File: config.mk
export PLATFORM = sky130hd
export DESIGN_NAME = ins_fetch_ctrl
export DESIGN_NICKNAME = d
export VERILOG_FILES = /design/src/rtl/ins_fetch_ctrl.sv
export SDC_FILE = /design/constraint.sdc
export NUM_CORES = 1
export LEC_CHECK = 0
export CORE_ASPECT_RATIO = 1.75
export CORE_MARGIN = 1.5
export CORE_UTILIZATION = 52
export DETAILED_ROUTE_END_ITERATION = 8
export GPL_TIMING_DRIVEN = 1
export PLACE_DENSITY = 0.79
export SLEW_MARGIN = 20
export SYNTH_ARGS = -nofsm -noshare
export SYNTH_HDL_FRONTEND = slang
export SYNTH_SLANG_ARGS = --single-unit
export TNS_END_PERCENT = 100
File: constraint.sdc
create_clock -name clk -period 1.9 [get_ports clk]
set_input_delay 0.57 -clock clk [delete_from_list [all_inputs] [get_ports clk]]
set_output_delay 0.57 -clock clk [all_outputs]
set_load 0.01 [all_outputs]
File: src/rtl/ins_fetch_ctrl.sv
// rtl/ins_fetch_ctrl.sv - instruction fetch sequencer with prefetch buffer, redirect and halt
module ins_fetch_ctrl #(
  parameter int                ADDR_W  = 4,
  parameter int                DATA_W  = 8,
  parameter int                DEPTH   = 2,
  parameter logic [DATA_W-1:0] HALT_OP = '0
) (
  input  logic              clk,
  input  logic              reset,
  input  logic              run,
  output logic [ADDR_W-1:0] mem_addr,
  input  logic [DATA_W-1:0] mem_data,
  input  logic              redirect_valid,
  input  logic [ADDR_W-1:0] redirect_addr,
  output logic              ins_valid,
  output logic [DATA_W-1:0] ins_data,
  output logic [ADDR_W-1:0] ins_pc,
  input  logic              ins_ready,
  output logic              halted
);

  localparam int PTR_W = $clog2(DEPTH);
  localparam int CNT_W = $clog2(DEPTH) + 1;

  typedef enum logic [1:0] {S_IDLE, S_FETCH, S_HALT} state_t;

  state_t            state, state_nxt;
  logic [ADDR_W-1:0] pc;
  logic [CNT_W-1:0]  count;
  logic [PTR_W-1:0]  head, tail;
  logic [DATA_W-1:0] buf_data [DEPTH];
  logic [ADDR_W-1:0] buf_pc   [DEPTH];
  logic [DATA_W-1:0] last_data;
  logic [ADDR_W-1:0] last_pc;
  logic              pop, push;

  assign mem_addr  = pc;
  assign ins_valid = (count != '0);
  assign halted    = (state == S_HALT);
  assign pop       = ins_valid && ins_ready;
  assign push      = (state == S_FETCH) && run && !redirect_valid &&
                     ((count < CNT_W'(DEPTH)) || pop);

  // An empty buffer keeps showing whatever was presented on the previous cycle.
  assign ins_data = ins_valid ? buf_data[head] : last_data;
  assign ins_pc   = ins_valid ? buf_pc[head]   : last_pc;

  always_comb begin
    state_nxt = state;
    if (redirect_valid) begin
      state_nxt = run ? S_FETCH : S_IDLE;
    end else begin
      case (state)
        S_IDLE:  if (run) state_nxt = S_FETCH;
        S_FETCH: begin
          if (!run)
            state_nxt = S_IDLE;
          else if (push && (mem_data == HALT_OP))
            state_nxt = S_HALT;
        end
        S_HALT:  state_nxt = S_HALT;
        default: state_nxt = S_IDLE;
      endcase
    end
  end

  always_ff @(posedge clk or posedge reset) begin
    if (reset) state <= S_IDLE;
    else       state <= state_nxt;
  end

  always_ff @(posedge clk or posedge reset) begin
    if (reset) begin
      pc        <= '0;
      count     <= '0;
      head      <= '0;
      tail      <= '0;
      last_data <= '0;
      last_pc   <= '0;
      for (int i = 0; i < DEPTH; i++) begin
        buf_data[i] <= '0;
        buf_pc[i]   <= '0;
      end
    end else begin
      last_data <= ins_data;
      last_pc   <= ins_pc;
      if (redirect_valid) begin
        // Flush wins over any pop on this edge; the popped word was already taken.
        pc    <= redirect_addr;
        count <= '0;
        head  <= '0;
        tail  <= '0;
      end else begin
        if (push) begin
          buf_data[tail] <= mem_data;
          buf_pc[tail]   <= pc;
          tail           <= tail + 1'b1;
          pc             <= pc + 1'b1;
        end
        if (pop)
          head <= head + 1'b1;
        count <= count + CNT_W'(push) - CNT_W'(pop);
      end
    end
  end

endmodule

* After elaboration in Yosys (flattened, before gate mapping)
Index checks and enable logic that the tools add are counted.
** Cells by class
- Equal/unequal tests :: 4
- Muxes and demuxes :: 27
- $add $sub $neg :: 5
- Bitwise logic cells :: 3
- Reductions and logical operators :: 15
- $lt $le $gt $ge :: 4
** Operator list (count)
- 2-to-1 mux 8 bit :: 5
- 2-to-1 mux 4 bit :: 7
- bitwise mux 16 bit :: 1
- 2-to-1 mux 2 bit :: 5
- bitwise mux 8 bit :: 1
- demux 8 bit (select 1 bit) :: 1
- zero test 8 bit :: 1
- logical AND 1 bit :: 6
- one-hot mux 2 bit (3 select lines) :: 1
- nonzero test 2 bit :: 3
- 2-to-1 mux 1 bit :: 5
- adder 4 x 1 -> 4 bit, second input constant :: 1
- demux 4 bit (select 1 bit) :: 1
- greater-or-equal comparator 2 bit, second input constant :: 2
- inequality test 4 x 3 -> 1 bit, second input constant :: 1
- NOT 1 -> 2 bit :: 2
- AND reduction 2 bit :: 2
- inequality test 3 bit, second input constant :: 1
- adder 1 bit, second input constant :: 2
- adder 2 x 1 -> 2 bit :: 1
- equality test 2 x 1 -> 1 bit, second input constant :: 1
- equality test 2 bit, second input constant :: 1
- zero test 2 bit :: 1
- < comparator 2 x 1 -> 1 bit, second input constant :: 1
- other kinds (5) :: 5
** Storage, ports and cells
- Bits in registers :: 46
- Output and inout port bits :: 18
- Logic and storage cells :: 69

* Logic depth before layout (Yosys ltp)
- Depth in word-level cells :: 9
- Depth in mapped cells :: 8
- Depth with buffers taken out :: 7

* Worst setup path before layout
OpenSTA, ideal clock, no wires.
- Path kind :: reg-to-output
- Start point :: reg count[1]
- End point :: out ins_data[1]
- Data arrival time :: 1.349 ns
- Cell stages (with the launch flop) :: 5
- Setup slack :: -0.019 ns
- Required time :: 1.330 ns
- Cell sequence :: dfrtp_1 > or2_2 > clkbuf_1 > clkbuf_1 > a21oi_1
** Between the ends
- Word-level cells in the longest chain between the ends :: 2
** RTL lines
- from (decl) :: line 29 : logic [CNT_W-1:0] count;
- from (signal assigned) :: line 102 : count <= count + CNT_W'(push) - CNT_W'(pop);
- nonzero test 2 bit :: line 38 : assign ins_valid = (count != '0);
- net ins_valid :: line 15 : output logic ins_valid,
- 2-to-1 mux 8 bit :: line 45 : assign ins_data = ins_valid ? buf_data[head] : last_data;
- to (decl) :: line 16 : output logic [DATA_W-1:0] ins_data,
The timed path passes the listed nets, and every way through them passes these cells.

* Worst setup path after layout
- Start point :: reg count[1]
- End point :: out ins_pc[2]
** Between the ends
- Word-level cells in the longest chain between the ends :: 2
** RTL lines
- nonzero test 2 bit :: line 38
- 2-to-1 mux 4 bit :: line 46 : assign ins_pc = ins_valid ? buf_pc[head] : last_pc;
- to (decl) :: line 17 : output logic [ADDR_W-1:0] ins_pc,
Every way passes these cells.

==> impl_results.md <==
- Clk_skew: 8.14 ps
- Leak pwr: 0.00137 µW
- Share of cells above drive strength 1: 49.4%
- Logic pwr share: 51.4%
- IO Pins: 35
- NetSw: 1820 µW
- Die Area: 4350 µm²
- Tmin final: 2020 ps
- Worst Max-Slew Pin Slew: 301 ps
- Post-synth EDFFs: 0
- Post-synthesis cell type count: 34
- Top delay family on crit path: flip-flops
- Type of origin of the critical path: flop
- GPL Wtd Cong: 0.800
- DR pass1 iterations: 4
- Final Max Slew Viols: 0
- Clock transition at path regs: 80 ps
- Worst Setup EP: ins_pc[2]
- Commonest non-fill, non-tap cell in the layout: dfrtp_1
- CTS tree: built
- Max-slew headroom: 79.7%
- Worst-path cell chain: or2_4, a21oi_2, buf_2
- First-pass GRT wire length: 8.83 mm
- Syn_nets: 185
- Setup Crit Path Kind: flop to primary output
- DP Area: 2620 µm²
- Core area: 3830 µm²
- Final nets: 260
- Post-route ant nets: 0
- Switching share of total power: 35.4%
- Global route overflow: 0
- Ys Warns: 0
- Die Y: 86.1 µm
- Worst r2r path cells: 4
- Root Buffer: clkbuf_8
- Worst path max stage delay: 460 ps
- Sequential Power Share: 31.3%
- RSZ-0062 raised after global routing: true
- Worst VDD drop: 0.00140 V
- Worst Path Arrival: 1450 ps
- Initial antenna violation count: 0
- Final Hold Fails: 0
- CP Depth: 3
- Final setup fails: 13
- #FFs+latches synth: 46
- Post-Place Worst Slack: -449 ps
- Via count: 1607
- DRT iter0 DRCs: 24
- Worst Slack Setup Final: -116 ps
- Fmax: 496 MHz
- Drt drc: 0
- Async set or reset register ratio after synthesis: 100%
- CP max FO: 7
- Commonest non-fill, non-tap cells in the layout: dfrtp_1, buf_4, clkdlybuf4s50_1, mux2_2, nor2_1
- DIE WIDTH: 50.5 µm
- Syn Inst Count: 165
- CTS max path bufs: 2
- Seq/Total Area, Yosys: 56.1%
- Largest net degree at the start of global routing: 47
- Worst hold start: buf_data[6]
- Worst hold-check path type: flop to flop
- Reg-to-reg slack, setup: 80 ps
- Fill cell count: 238
- FP Rows: 30
- TritonCTS Buffers: 5
- CTS HTree Levels: 2
- Final wirelength: 5.37 mm
- Starting density of the core: 53.6%
- Worst skew pair latency: 300 ps
- Vias in the first global route: 1803
- Clock sink total: 46
- Crit. Startpoint: count[1]
- Slowest cell on crit path: dfrtp_2
- Int Power: 3330 µW
- RR Startpoint: count[1]
- Clock share of power: 17.3%
- Final instance area: 3040 µm²
- GRT Total Usage: 27.8%
- Vias per inst: 5.56
- PortBufs: 34
- Final period util: 106%
- Placed Cells: 262
- Filler-free cell count of the finished design: 289
- Area Overhead vs Synth: 48.0%
- Ys flop type: dfrtp_1
- Max-cap viol count: 0
- Power density over the cells: 1700 nW/µm²
- Critical path buffer and inverter count: 1
- Hold Buf Count CTS: 0
- Status: finished with violations
- Antenna diodes: 0
- Post-DR wirelength/cell: 18.6 µm
- CP Capture Type: primary output
- Terminus of the critical flop-to-flop path: buf_data[13]
- Post-Syn Area: 2050 µm²
- Placed wire-length estimate: 3.10 mm
- CP required: 1330 ps
- Syn_area_per_cell: 12.4 µm²
- Failing checks: setup timing
-- flip-flops by register name, indices dropped and copies added (netlist names) --
name	count
mem_addr	4
state	2
head	1
last_data	8
tail	1
count	2
buf_data	16
last_pc	4
buf_pc	8
-- synthesized netlist by cell type (2+ instances only) --
cell | number | share of area, %
nor2b_1 | 2 | 0.61
ha_1 | 3 | 1.8
mux2_4 | 10 | 7.3
buf_2 | 3 | 0.73
a31oi_1 | 3 | 0.91
a21oi_1 | 13 | 3.2
xor2_1 | 2 | 0.85
mux2i_1 | 12 | 5.9
a41oi_1 | 2 | 0.85
inv_1 | 4 | 0.73
nor4_1 | 2 | 0.61
nand3_1 | 4 | 0.98
or3_1 | 2 | 0.61
dfrtp_1 | 46 | 56
clkbuf_1 | 4 | 0.73
nor2_1 | 19 | 3.5
mux2_2 | 14 | 7.7
o21ai_0 | 4 | 0.98
-- area by class of cell --
| class | count | area (µm²) | area share [%] |
|---|---|---|---|
| Sequential cell | 46 | 1160 | 38.1 |
| Tap cell | 48 | 60.1 | 1.98 |
| Clock inverter | 2 | 60.1 | 1.98 |
| Multi-Input combinational cell | 110 | 1040 | 34.1 |
| Inverter | 5 | 18.8 | 0.618 |
| Clock buffer | 6 | 82.6 | 2.72 |
| Timing Repair Buffer | 72 | 623 | 20.5 |
-- stage by stage --
step / utilization [%] / TNS [ps] / hold WS [ps] / power [µW]
after global placement: 68.5 / -12640 / 489 / 3290
after global routing: 79.3 / -1660 / 535 / 5400
after detailed placement: 68.5 / -14190 / 498 / 3390
final: 79.3 / -1060 / 514 / 5150
after floorplan: - / -173 / 479 / 2490
after CTS: 76.2 / -1060 / 517 / 4730
-- worst min path at each step --
stage | cells past startpoint | end
4_1_cts | 1 | buf_pc[3]
6_report | 1 | buf_data[6]
3_5_place_dp | 1 | buf_pc[4]
2_1_floorplan | 1 | buf_data[12]
5_1_grt | 1 | buf_pc[3]
3_3_place_gp | 1 | buf_data[3]
-- cell families (layout without fill, tap and decap cells) --
group	count (synthesis)	after routing	share of synthesized area (%)
adders and majority gates	3	3	1.83
xor gates and xnor gates	3	3	1.28
and+or+nand+nor	39	43	9.99
AOI/OAI and AO/OA	25	25	7.07
DFF	46	46	56.1
muxes	36	36	20.8
buffers and inverters	13	85	2.92
-- what timing repair did --
action                     in CTS  in global routing
cloned                          4                  0
pin swaps                      18                 12
setup endpoints to repair      28                 17
setup buffers                  11                  4
gates resized for setup        85                 21
-- per-layer routing --
layer | wire length [µm] | vias up | GRT usage (%)
met2 | 2970 | 42 | 48.3
met3 | 167 | 14 | 5.57
met5 | 0 | - | 0
li1 | - | 744 | -
met1 | 2080 | 807 | 31.6
met4 | 152 | 0 | 14.7
-- power by group through the flow --
stage          Combinational (µW)  Clock [µW]  Sequential [µW]
3_5_place_dp                 1860           0             1530
3_3_place_gp                 1780           0             1500
6_report                     2650         890             1610
4_1_cts                      2270         901             1560
5_1_grt                      2820         939             1640
2_1_floorplan                1010           0             1480
No activity file was read; power rests on OpenSTA's default activity.
